===== config.mk =====
export PLATFORM = sky130hd
export DESIGN_NAME = multiply_accum_chan
export DESIGN_NICKNAME = d
export VERILOG_FILES = /design/src/rtl/multiply_accum_chan.sv
export SDC_FILE = /design/constraint.sdc
export NUM_CORES = 1
export LEC_CHECK = 0
export ABC_AREA = 1
export ABC_CLOCK_PERIOD_IN_PS = 5300
export CORE_UTILIZATION = 31
export CTS_CLUSTER_DIAMETER = 60
export DETAILED_ROUTE_END_ITERATION = 12
export PLACE_DENSITY_LB_ADDON = 0.3
export SLEW_MARGIN = 30
export SYNTH_ARGS = -nofsm -noshare
export SYNTH_HDL_FRONTEND = slang
export SYNTH_SLANG_ARGS = --single-unit

===== constraint.sdc =====
create_clock -name clk -period 5.3 [get_ports clk]
set_input_delay 1.59 -clock clk [delete_from_list [all_inputs] [get_ports clk]]
set_output_delay 1.59 -clock clk [all_outputs]
set_load 0.03 [all_outputs]

===== src/rtl/multiply_accum_chan.sv =====
// Multi-channel unsigned multiply-accumulate with first/last framing; optional saturation via MULTIPLY_ACCUM_CHAN_SAT_EN.
// Latency: 3 cycles from accepted sample to out_valid; one sample per cycle, any channel order.
// No backpressure: the consumer must accept every out_valid pulse.
module multiply_accum_chan #(
    parameter int WIDTH    = 8,
    parameter int GUARD    = 4,
    parameter int CHANNELS = 4,
    localparam int ACCW    = 2*WIDTH + GUARD,
    localparam int CW      = (CHANNELS > 1) ? $clog2(CHANNELS) : 1
) (
    input  logic             clk,
    input  logic             rst,
    input  logic             in_valid,
    input  logic [WIDTH-1:0] A,
    input  logic [WIDTH-1:0] B,
    input  logic [CW-1:0]    in_chan,
    input  logic             in_first,
    input  logic             in_last,
    output logic             out_valid,
    output logic [CW-1:0]    out_chan,
    output logic [ACCW-1:0]  RES,
    output logic             out_ovf
);

    localparam int PW = 2*WIDTH;
    localparam logic [CW:0] NCH = (CW+1)'(CHANNELS);
`ifdef MULTIPLY_ACCUM_CHAN_SAT_EN
    localparam int SW = ACCW + 1;
`else
    localparam int SW = ACCW;
`endif

    logic             s1_valid, s1_first, s1_last;
    logic [WIDTH-1:0] s1_a, s1_b;
    logic [CW-1:0]    s1_chan;

    logic             s2_valid, s2_first, s2_last;
    logic [PW-1:0]    s2_mult;
    logic [CW-1:0]    s2_chan;

    logic [ACCW-1:0]  acc [CHANNELS];

    always_ff @(posedge clk) begin
        if (rst) begin
            s1_valid <= 1'b0;
            s1_first <= 1'b0;
            s1_last  <= 1'b0;
            s1_a     <= '0;
            s1_b     <= '0;
            s1_chan  <= '0;
        end else begin
            s1_valid <= in_valid;
            if (in_valid) begin
                s1_a     <= A;
                s1_b     <= B;
                s1_chan  <= in_chan;
                s1_first <= in_first;
                s1_last  <= in_last;
            end
        end
    end

    always_ff @(posedge clk) begin
        if (rst) begin
            s2_valid <= 1'b0;
            s2_first <= 1'b0;
            s2_last  <= 1'b0;
            s2_mult  <= '0;
            s2_chan  <= '0;
        end else begin
            s2_valid <= s1_valid;
            if (s1_valid) begin
                s2_mult  <= PW'(s1_a) * PW'(s1_b);
                s2_chan  <= s1_chan;
                s2_first <= s1_first;
                s2_last  <= s1_last;
            end
        end
    end

    // Out-of-range channels still flow down the pipe but never touch state.
    logic            in_range;
    logic [CW-1:0]   sel;
    logic [ACCW-1:0] acc_base, acc_new;
    logic [SW-1:0]   sum;
`ifdef MULTIPLY_ACCUM_CHAN_SAT_EN
    logic            ovf [CHANNELS];
    logic            ovf_new;
`endif

    always_comb begin
        in_range = ({1'b0, s2_chan} < NCH);
        sel      = in_range ? s2_chan : '0;
        acc_base = s2_first ? '0 : acc[sel];
        sum      = SW'(acc_base) + SW'(s2_mult);
`ifdef MULTIPLY_ACCUM_CHAN_SAT_EN
        acc_new  = sum[ACCW] ? '1 : sum[ACCW-1:0];
        ovf_new  = (s2_first ? 1'b0 : ovf[sel]) | sum[ACCW];
`else
        acc_new  = sum;
`endif
    end

    always_ff @(posedge clk) begin
        if (rst) begin
            for (int i = 0; i < CHANNELS; i++) begin
                acc[i] <= '0;
`ifdef MULTIPLY_ACCUM_CHAN_SAT_EN
                ovf[i] <= 1'b0;
`endif
            end
            out_valid <= 1'b0;
            out_chan  <= '0;
            RES       <= '0;
`ifdef MULTIPLY_ACCUM_CHAN_SAT_EN
            out_ovf   <= 1'b0;
`endif
        end else begin
            out_valid <= 1'b0;
            if (s2_valid && in_range) begin
                acc[sel] <= acc_new;
`ifdef MULTIPLY_ACCUM_CHAN_SAT_EN
                ovf[sel] <= ovf_new;
`endif
                if (s2_last) begin
                    out_valid <= 1'b1;
                    out_chan  <= sel;
                    RES       <= acc_new;
`ifdef MULTIPLY_ACCUM_CHAN_SAT_EN
                    out_ovf   <= ovf_new;
`endif
                end
            end
        end
    end

`ifndef MULTIPLY_ACCUM_CHAN_SAT_EN
    assign out_ovf = 1'b0;
`endif

endmodule


==> results of run 1 <==
## worst max path at each step
stage | cells after the start | start | end
3_5_place_dp | 16 | s1_a[0]$_SDFFE_PP0P_ | s2_mult[10]$_SDFFE_PP0P_
4_1_cts | 17 | s1_a[2]$_SDFFE_PP0P_ | s2_mult[11]$_SDFFE_PP0P_
6_report | 16 | s1_b[7]$_SDFFE_PP0P_ | s2_mult[10]$_SDFFE_PP0P_
5_1_grt | 18 | s1_a[0]$_SDFFE_PP0P_ | s2_mult[11]$_SDFFE_PP0P_
3_3_place_gp | 16 | s1_a[0]$_SDFFE_PP0P_ | s2_mult[10]$_SDFFE_PP0P_
2_1_floorplan | 17 | s1_a[0]$_SDFFE_PP0P_ | s2_mult[10]$_SDFFE_PP0P_
## tightest hold or removal path, cell delays in order, from the launching register on
cell and delay (ps):
dfxtp_1 330, nor2_1 50, nor2_1 80
## flip-flops by register name, summed over array words and instances (netlist names), 2 cells and up, named ones only
register and cells:
s2_chan 2, s1_b 8, out_chan 2, s1_chan 2
acc 80, s2_mult 16, s1_a 8, RES 20
## cell usage in the layout (no fill, tap or decap), types with 37 or more instances in the layout
cell type        Yosys  routed
edfxtp_1            80      80
nor2_1             251     251
dfxtp_1             67      67
fa_1                37      37
o21ai_0             84      84
inv_1              176     176
clkdlybuf4s50_1      0      45
nand3_1             43      43
a21oi_1             51      51
nand2_1            195     194
ha_1                52      52
## cell families after synthesis
kind of cell	count (synthesis)	share of synthesized area
buf+inv	236	0.0993
fa+ha+maj	89	0.151
simple gates	529	0.235
xor+xnor	17	0.0162
compound gates	156	0.0903
other cells	1	0.000408
flops	147	0.407
## Yosys cell counts, drive strengths merged, types with 8 or more instances
library cell / count / share of area
nor2: 265 / 0.11
nand2: 197 / 0.081
inv: 177 / 0.072
o21ai: 84 / 0.046
edfxtp: 80 / 0.26
dfxtp: 67 / 0.15
ha: 52 / 0.071
a21oi: 51 / 0.028
clkbuf: 49 / 0.020
nand3: 48 / 0.029
fa: 37 / 0.081
xor2: 14 / 0.013
o211ai: 12 / 0.0098
buf: 9 / 0.0067
and2: 8 / 0.0063
## per-stage QoR
| stage | cells | power (mW) |
|---|---|---|
| floorplan | 1175 | 1.69 |
| global placement | 1560 | 1.84 |
| detailed placement | 1560 | 1.84 |
| CTS | 1592 | 3.01 |
| global route | 1592 | 3.12 |
| finish | 1592 | 2.97 |
## power by group
part	internal, mW	switching [mW]
combinational	0.174	0.343
sequential	1.25	0.0443
clock	0.647	0.514
## area by class of cell
cell class                      instances  area share
Inverter                              178      0.0633
Tap cell                              384      0.0455
Clock inverter                         13     0.00901
Multi-Input combinational cell        792       0.431
Clock buffer                           19      0.0440
Sequential cell                       147       0.355
Timing Repair Buffer                   59      0.0527
## layer usage
metal | up-vias | routed length [um] | GRT usage | share of wire
met5 | - | 0 | 0 | 0
met4 | 0 | 519 | 0.0537 | 0.022
met3 | 29 | 651 | 0.0234 | 0.028
met2 | 115 | 11100 | 0.276 | 0.48
met1 | 3433 | 10900 | 0.200 | 0.47
li1 | 3735 | - | - | -
==> flow_metrics.env, run 1 <==
export IMPL_outcome="finished, final reports clean"
export IMPL_hold_path_class="reg -> reg"
export IMPL_wl_per_cell_um=14.6
export IMPL_cts_root_buf="clkbuf_16"
export IMPL_rr_worst_depth=16
export IMPL_holdWs_ps=495
export IMPL_multi_input_area_um2=4540
export IMPL_async_flop_share=0
export IMPL_setup_worst_path_class="reg -> reg"
export IMPL_pre_cts_ws_ps=1080
export IMPL_antenna_cells=0
export IMPL_peakVddDrop_mv=0.150
export IMPL_reg2reg_from="s1_b[7]$_SDFFE_PP0P_"
export IMPL_grt_pass1_vias=7332
export IMPL_whs_path_depth=2
export IMPL_worst_pin_slew_ps=895
export IMPL_post_dp_cell_area_um2=9990
export IMPL_finalSetupViolCount=0
export IMPL_hold_violations=0
export IMPL_hp_start="out_chan[0]$_SDFFE_PP0P_"
export IMPL_cpMaxStageDelayCell="fa_1"
export IMPL_clock_fmax_mhz=237
export IMPL_grt_pass1_wl_um=37900
export IMPL_fill_cells=3014
export IMPL_grt_overflow_total=0
export IMPL_grtUsageTotal=0.159
export IMPL_area_delta_synth_final_pct=14.7
export IMPL_postRouteAntennaNets=0
export IMPL_slew_headroom=0.402
export IMPL_critPathMaxStageDelay_ps=550
export IMPL_cts_tree="built"
export IMPL_synth_warnings=0
export IMPL_ys_ff_latch=147
export IMPL_rrSetupSlack_ps=1070
export IMPL_grt_max_degree=51
export IMPL_postSynthAreaPerCell_um2=7.83
export IMPL_fin_crit_ps=4230
export IMPL_crit_chain="nand2_1 > fa_1 > fa_1 > inv_1 > fa_1 > inv_1 > fa_1 > inv_1 > ha_1 > a21oi_1 > o21ai_0 > a21oi_1 > or2_2 > nand3_1 > o211ai_1 > inv_1"
export IMPL_via_count=7312
export IMPL_fp_dieW_um=174
export IMPL_core_um2=28900
export IMPL_r2r_end="s2_mult[10]$_SDFFE_PP0P_"
export IMPL_min_to="out_chan[0]$_SDFFE_PP0P_"
export IMPL_rsz0062_at_grt="false"
export IMPL_fin_tns_setup_ps=0
export IMPL_netlist_area_um2=9200
export IMPL_crit_path_max_fanout=9
export IMPL_synthCells=1175
export IMPL_required_ps=5660
export IMPL_cp_end_kind="register"
export IMPL_nets=1307
export IMPL_numCtsBuffers=17
export IMPL_clkLatencyLatePin_ps=420
export IMPL_gp_congestion=0.883
export IMPL_clock_path_buffers=2
export IMPL_crit_path_start_kind="register"
export IMPL_crit_family="adder cells"
export IMPL_pin_count=47
export IMPL_cts_sinks=147
export IMPL_synth_edff_count=80
export IMPL_layout_drive_gt1_share=0.0604
export IMPL_path_clk_slew_ps=70
export IMPL_worst_slack_ps=1070
export IMPL_initial_core_util=0.318
export IMPL_hold_buffers=0
export IMPL_dieHeight_um=174
export IMPL_drcViolationCount=0
export IMPL_fin_area_um2=10600
export IMPL_regArea_um2=3740
export IMPL_finClkSkew_ps=13.8
export IMPL_cp_arrival_ps=4590
export IMPL_core_rowCount=62
export IMPL_antenna_found_initial=0
export IMPL_finalMaxSlewViolations=0
export IMPL_final_util=0.365
export IMPL_synth_nets=1287
export IMPL_p_leak_nw=5.10
export IMPL_path_buf_inv=4
export IMPL_synthDistinctLibCells=35
export IMPL_synth_flop_cell="edfxtp_1"
export IMPL_cts_resized=0
export IMPL_firstDrtPassIters=5
export IMPL_powerDensity_nw_per_um2=282
export IMPL_dieArea_um2=30400
export IMPL_vias_per_cell=4.59
export IMPL_drt_iter0_drc=357
export IMPL_place_hpwl_um=16000
export IMPL_maxCapViolCount=0
export IMPL_yosysSeqAreaShare=0.407
export IMPL_portBuffers=45
export IMPL_fin_crit_sh=0.798
export IMPL_cts_htree_levels=4
export IMPL_post_cts_buffers=0
export IMPL_routed_wl_um=23200
Note: power is estimated with default switching activity, not from simulation.
==> inputs of run 2 (changes only) <==
Settings changed: ABC_CLOCK_PERIOD_IN_PS 5300 to 3400.
Clock period 5.3 ns to 3.4 ns, I/O delays scaled along.
==> run 2 against run 1 <==
Effect of this change: sequential share of layout area fell by 2.9 points; wire length rose by 1.8%; first-iteration DRC count rose by 32%; critical path depth rose by 1; critical endpoint is now s2_mult[14]$_SDFFE_PP0P_; non-clock buffer count rose by 72; clock power rose by 80%; the run now ends with setup timing left; design area rose by 10%; combinational power rose by 100%; sequential power rose by 55%.
==> flow_metrics.env, run 2 (synthesis results as in run 1) <==
export IMPL_grt_pass1_wl_um=38900
export IMPL_fin_area_um2=11600
export IMPL_clkLatencyLatePin_ps=430
export IMPL_hold_path_class="reg -> reg"
export IMPL_core_um2=28900
export IMPL_hold_buffers=0
export IMPL_cp_arrival_ps=4040
export IMPL_postRouteAntennaNets=0
export IMPL_mostFrequentLayoutCells="245 x nor2_1, 182 x nand2_1, 166 x inv_1"
export IMPL_dieHeight_um=174
export IMPL_fin_crit_sh=1.09
export IMPL_cts_tree="built"
export IMPL_grt_pass1_vias=7580
export IMPL_firstDrtPassIters=5
export IMPL_setup_worst_path_class="reg -> reg"
export IMPL_final_common_cell="nor2_1"
export IMPL_drt_iter0_drc=472
export IMPL_slew_headroom=0.563
export IMPL_peakVddDrop_mv=0.338
export IMPL_grt_max_degree=48
export IMPL_cts_htree_levels=4
export IMPL_max_flop_register="acc"
export IMPL_whs_path_depth=2
export IMPL_drcViolationCount=0
export IMPL_required_ps=3720
export IMPL_grtUsageTotal=0.162
export IMPL_layout_drive_gt1_share=0.173
export IMPL_cts_root_buf="clkbuf_16"
export IMPL_crit_path_max_fanout=7
export IMPL_total_power_mw=5.16
export IMPL_finalSetupViolCount=9
export IMPL_fp_dieW_um=174
export IMPL_clock_fmax_mhz=269
export IMPL_reg_top3="acc x80, RES x20, s2_mult x16"
export IMPL_portBuffers=45
export IMPL_powerDensity_nw_per_um2=444
export IMPL_clock_path_buffers=2
export IMPL_routed_wl_um=23600
export IMPL_grt_overflow_total=0
export IMPL_core_rowCount=62
export IMPL_post_dp_cell_area_um2=10600
export IMPL_vias_per_cell=4.57
export IMPL_final_util=0.402
export IMPL_via_count=7610
export IMPL_p_leak_nw=5.57
export IMPL_antenna_found_initial=0
export IMPL_antenna_cells=0
export IMPL_largest_register_ffs=80
export IMPL_cp_end_kind="register"
export IMPL_violations="setup timing"
export IMPL_initial_core_util=0.318
export IMPL_pin_count=47
export IMPL_worst_slack_ps=-321
export IMPL_hold_violations=0
export IMPL_fill_cells=2891
export IMPL_cts_sinks=147
export IMPL_fin_crit_ps=3720
export IMPL_maxCapViolCount=0
export IMPL_gp_congestion=0.911
export IMPL_wl_per_cell_um=14.2
export IMPL_outcome="complete, but fails checks"
export IMPL_nets=1379
export IMPL_finClkSkew_ps=15.9
export IMPL_dieArea_um2=30400
export IMPL_path_clk_slew_ps=70
export IMPL_rr_worst_depth=17
export IMPL_rsz0062_at_grt="true"
export IMPL_numCtsBuffers=17
export IMPL_area_delta_synth_final_pct=26.3
export IMPL_worst_pin_slew_ps=655
export IMPL_finalMaxSlewViolations=0
export IMPL_crit_path_start_kind="register"
export IMPL_place_hpwl_um=16800
==> run 2: cell types whose count changed in the layout (fill, tap and decap cells not counted), sizes merged <==
cell / before / now
inv: 185 / 178
bufinv: 0 / 2
clkinvlp: 0 / 1
clkinv: 6 / 4
buf: 14 / 86
clkbuf: 19 / 25
==> run 2: worst paths after layout <==
kind / from / slack [ps] / end
min: s2_mult[12]$_SDFFE_PP0P_ / 500 / s2_mult[12]$_SDFFE_PP0P_
max reg2reg: s1_b[5]$_SDFFE_PP0P_ / -320 / s2_mult[14]$_SDFFE_PP0P_
min reg2reg: s2_mult[12]$_SDFFE_PP0P_ / 500 / s2_mult[12]$_SDFFE_PP0P_
max: s1_b[5]$_SDFFE_PP0P_ / -320 / s2_mult[14]$_SDFFE_PP0P_
==> run 2: per-stage QoR <==
stage	instances	worst slack, ps	hold WS, ps	TNS, ps
global placement	1625	-418	483	-3710
finish	1664	-321	498	-2260
floorplan	1175	-209	449	-1290
CTS	1658	-314	504	-2480
detailed placement	1625	-431	484	-4000
global route	1664	-480	526	-3970
==> run 2: cell type report <==
type | count | area (um2) | share of cell area
Tap cell | 384 | 480 | 0.0413
Timing Repair Buffer | 131 | 1110 | 0.0953
Inverter | 178 | 668 | 0.0575
Multi-Input combinational cell | 792 | 4910 | 0.422
Clock buffer | 25 | 567 | 0.0488
Clock inverter | 7 | 103 | 0.00883
Sequential cell | 147 | 3790 | 0.326
==> run 2: worst max-delay path, cell delays in order, from the launching register on <==
cell     delay, ps
dfxtp_4        400
nand2_4         60
fa_1           490
fa_1           510
inv_1           50
fa_1           470
inv_1           50
fa_1           490
inv_2           50
ha_4           270
a21oi_4        210
o21ai_4         80
nand2_1         80
nand3_2         80
nand2_1         70
nand2_1         50
o21ai_1        140
inv_1           60
==> run 2: per-layer routing <==
metal,vias up,global-route usage,routed length (um)
met4,0,0.0442,276
met2,141,0.257,10900
met5,-,0,0
met1,3566,0.227,11500
met3,24,0.0289,907
li1,3879,-,-
==> run 2: what timing repair did <==
item,CTS,global route
pin swaps,20,19
resized for setup,50,32
cloned,0,0
buffers inserted,1,6
endpoints found under the setup margin,11,36
==> run 2: power by group <==
group | leakage (nW) | total (mW) | internal [mW] | switching [mW]
clock | 0.326 | 2.09 | 1.32 | 0.769
sequential | 1.38 | 2.02 | 1.95 | 0.0633
combinational | 3.87 | 1.05 | 0.422 | 0.632
total | 5.57 | 5.16 | 3.69 | 1.46
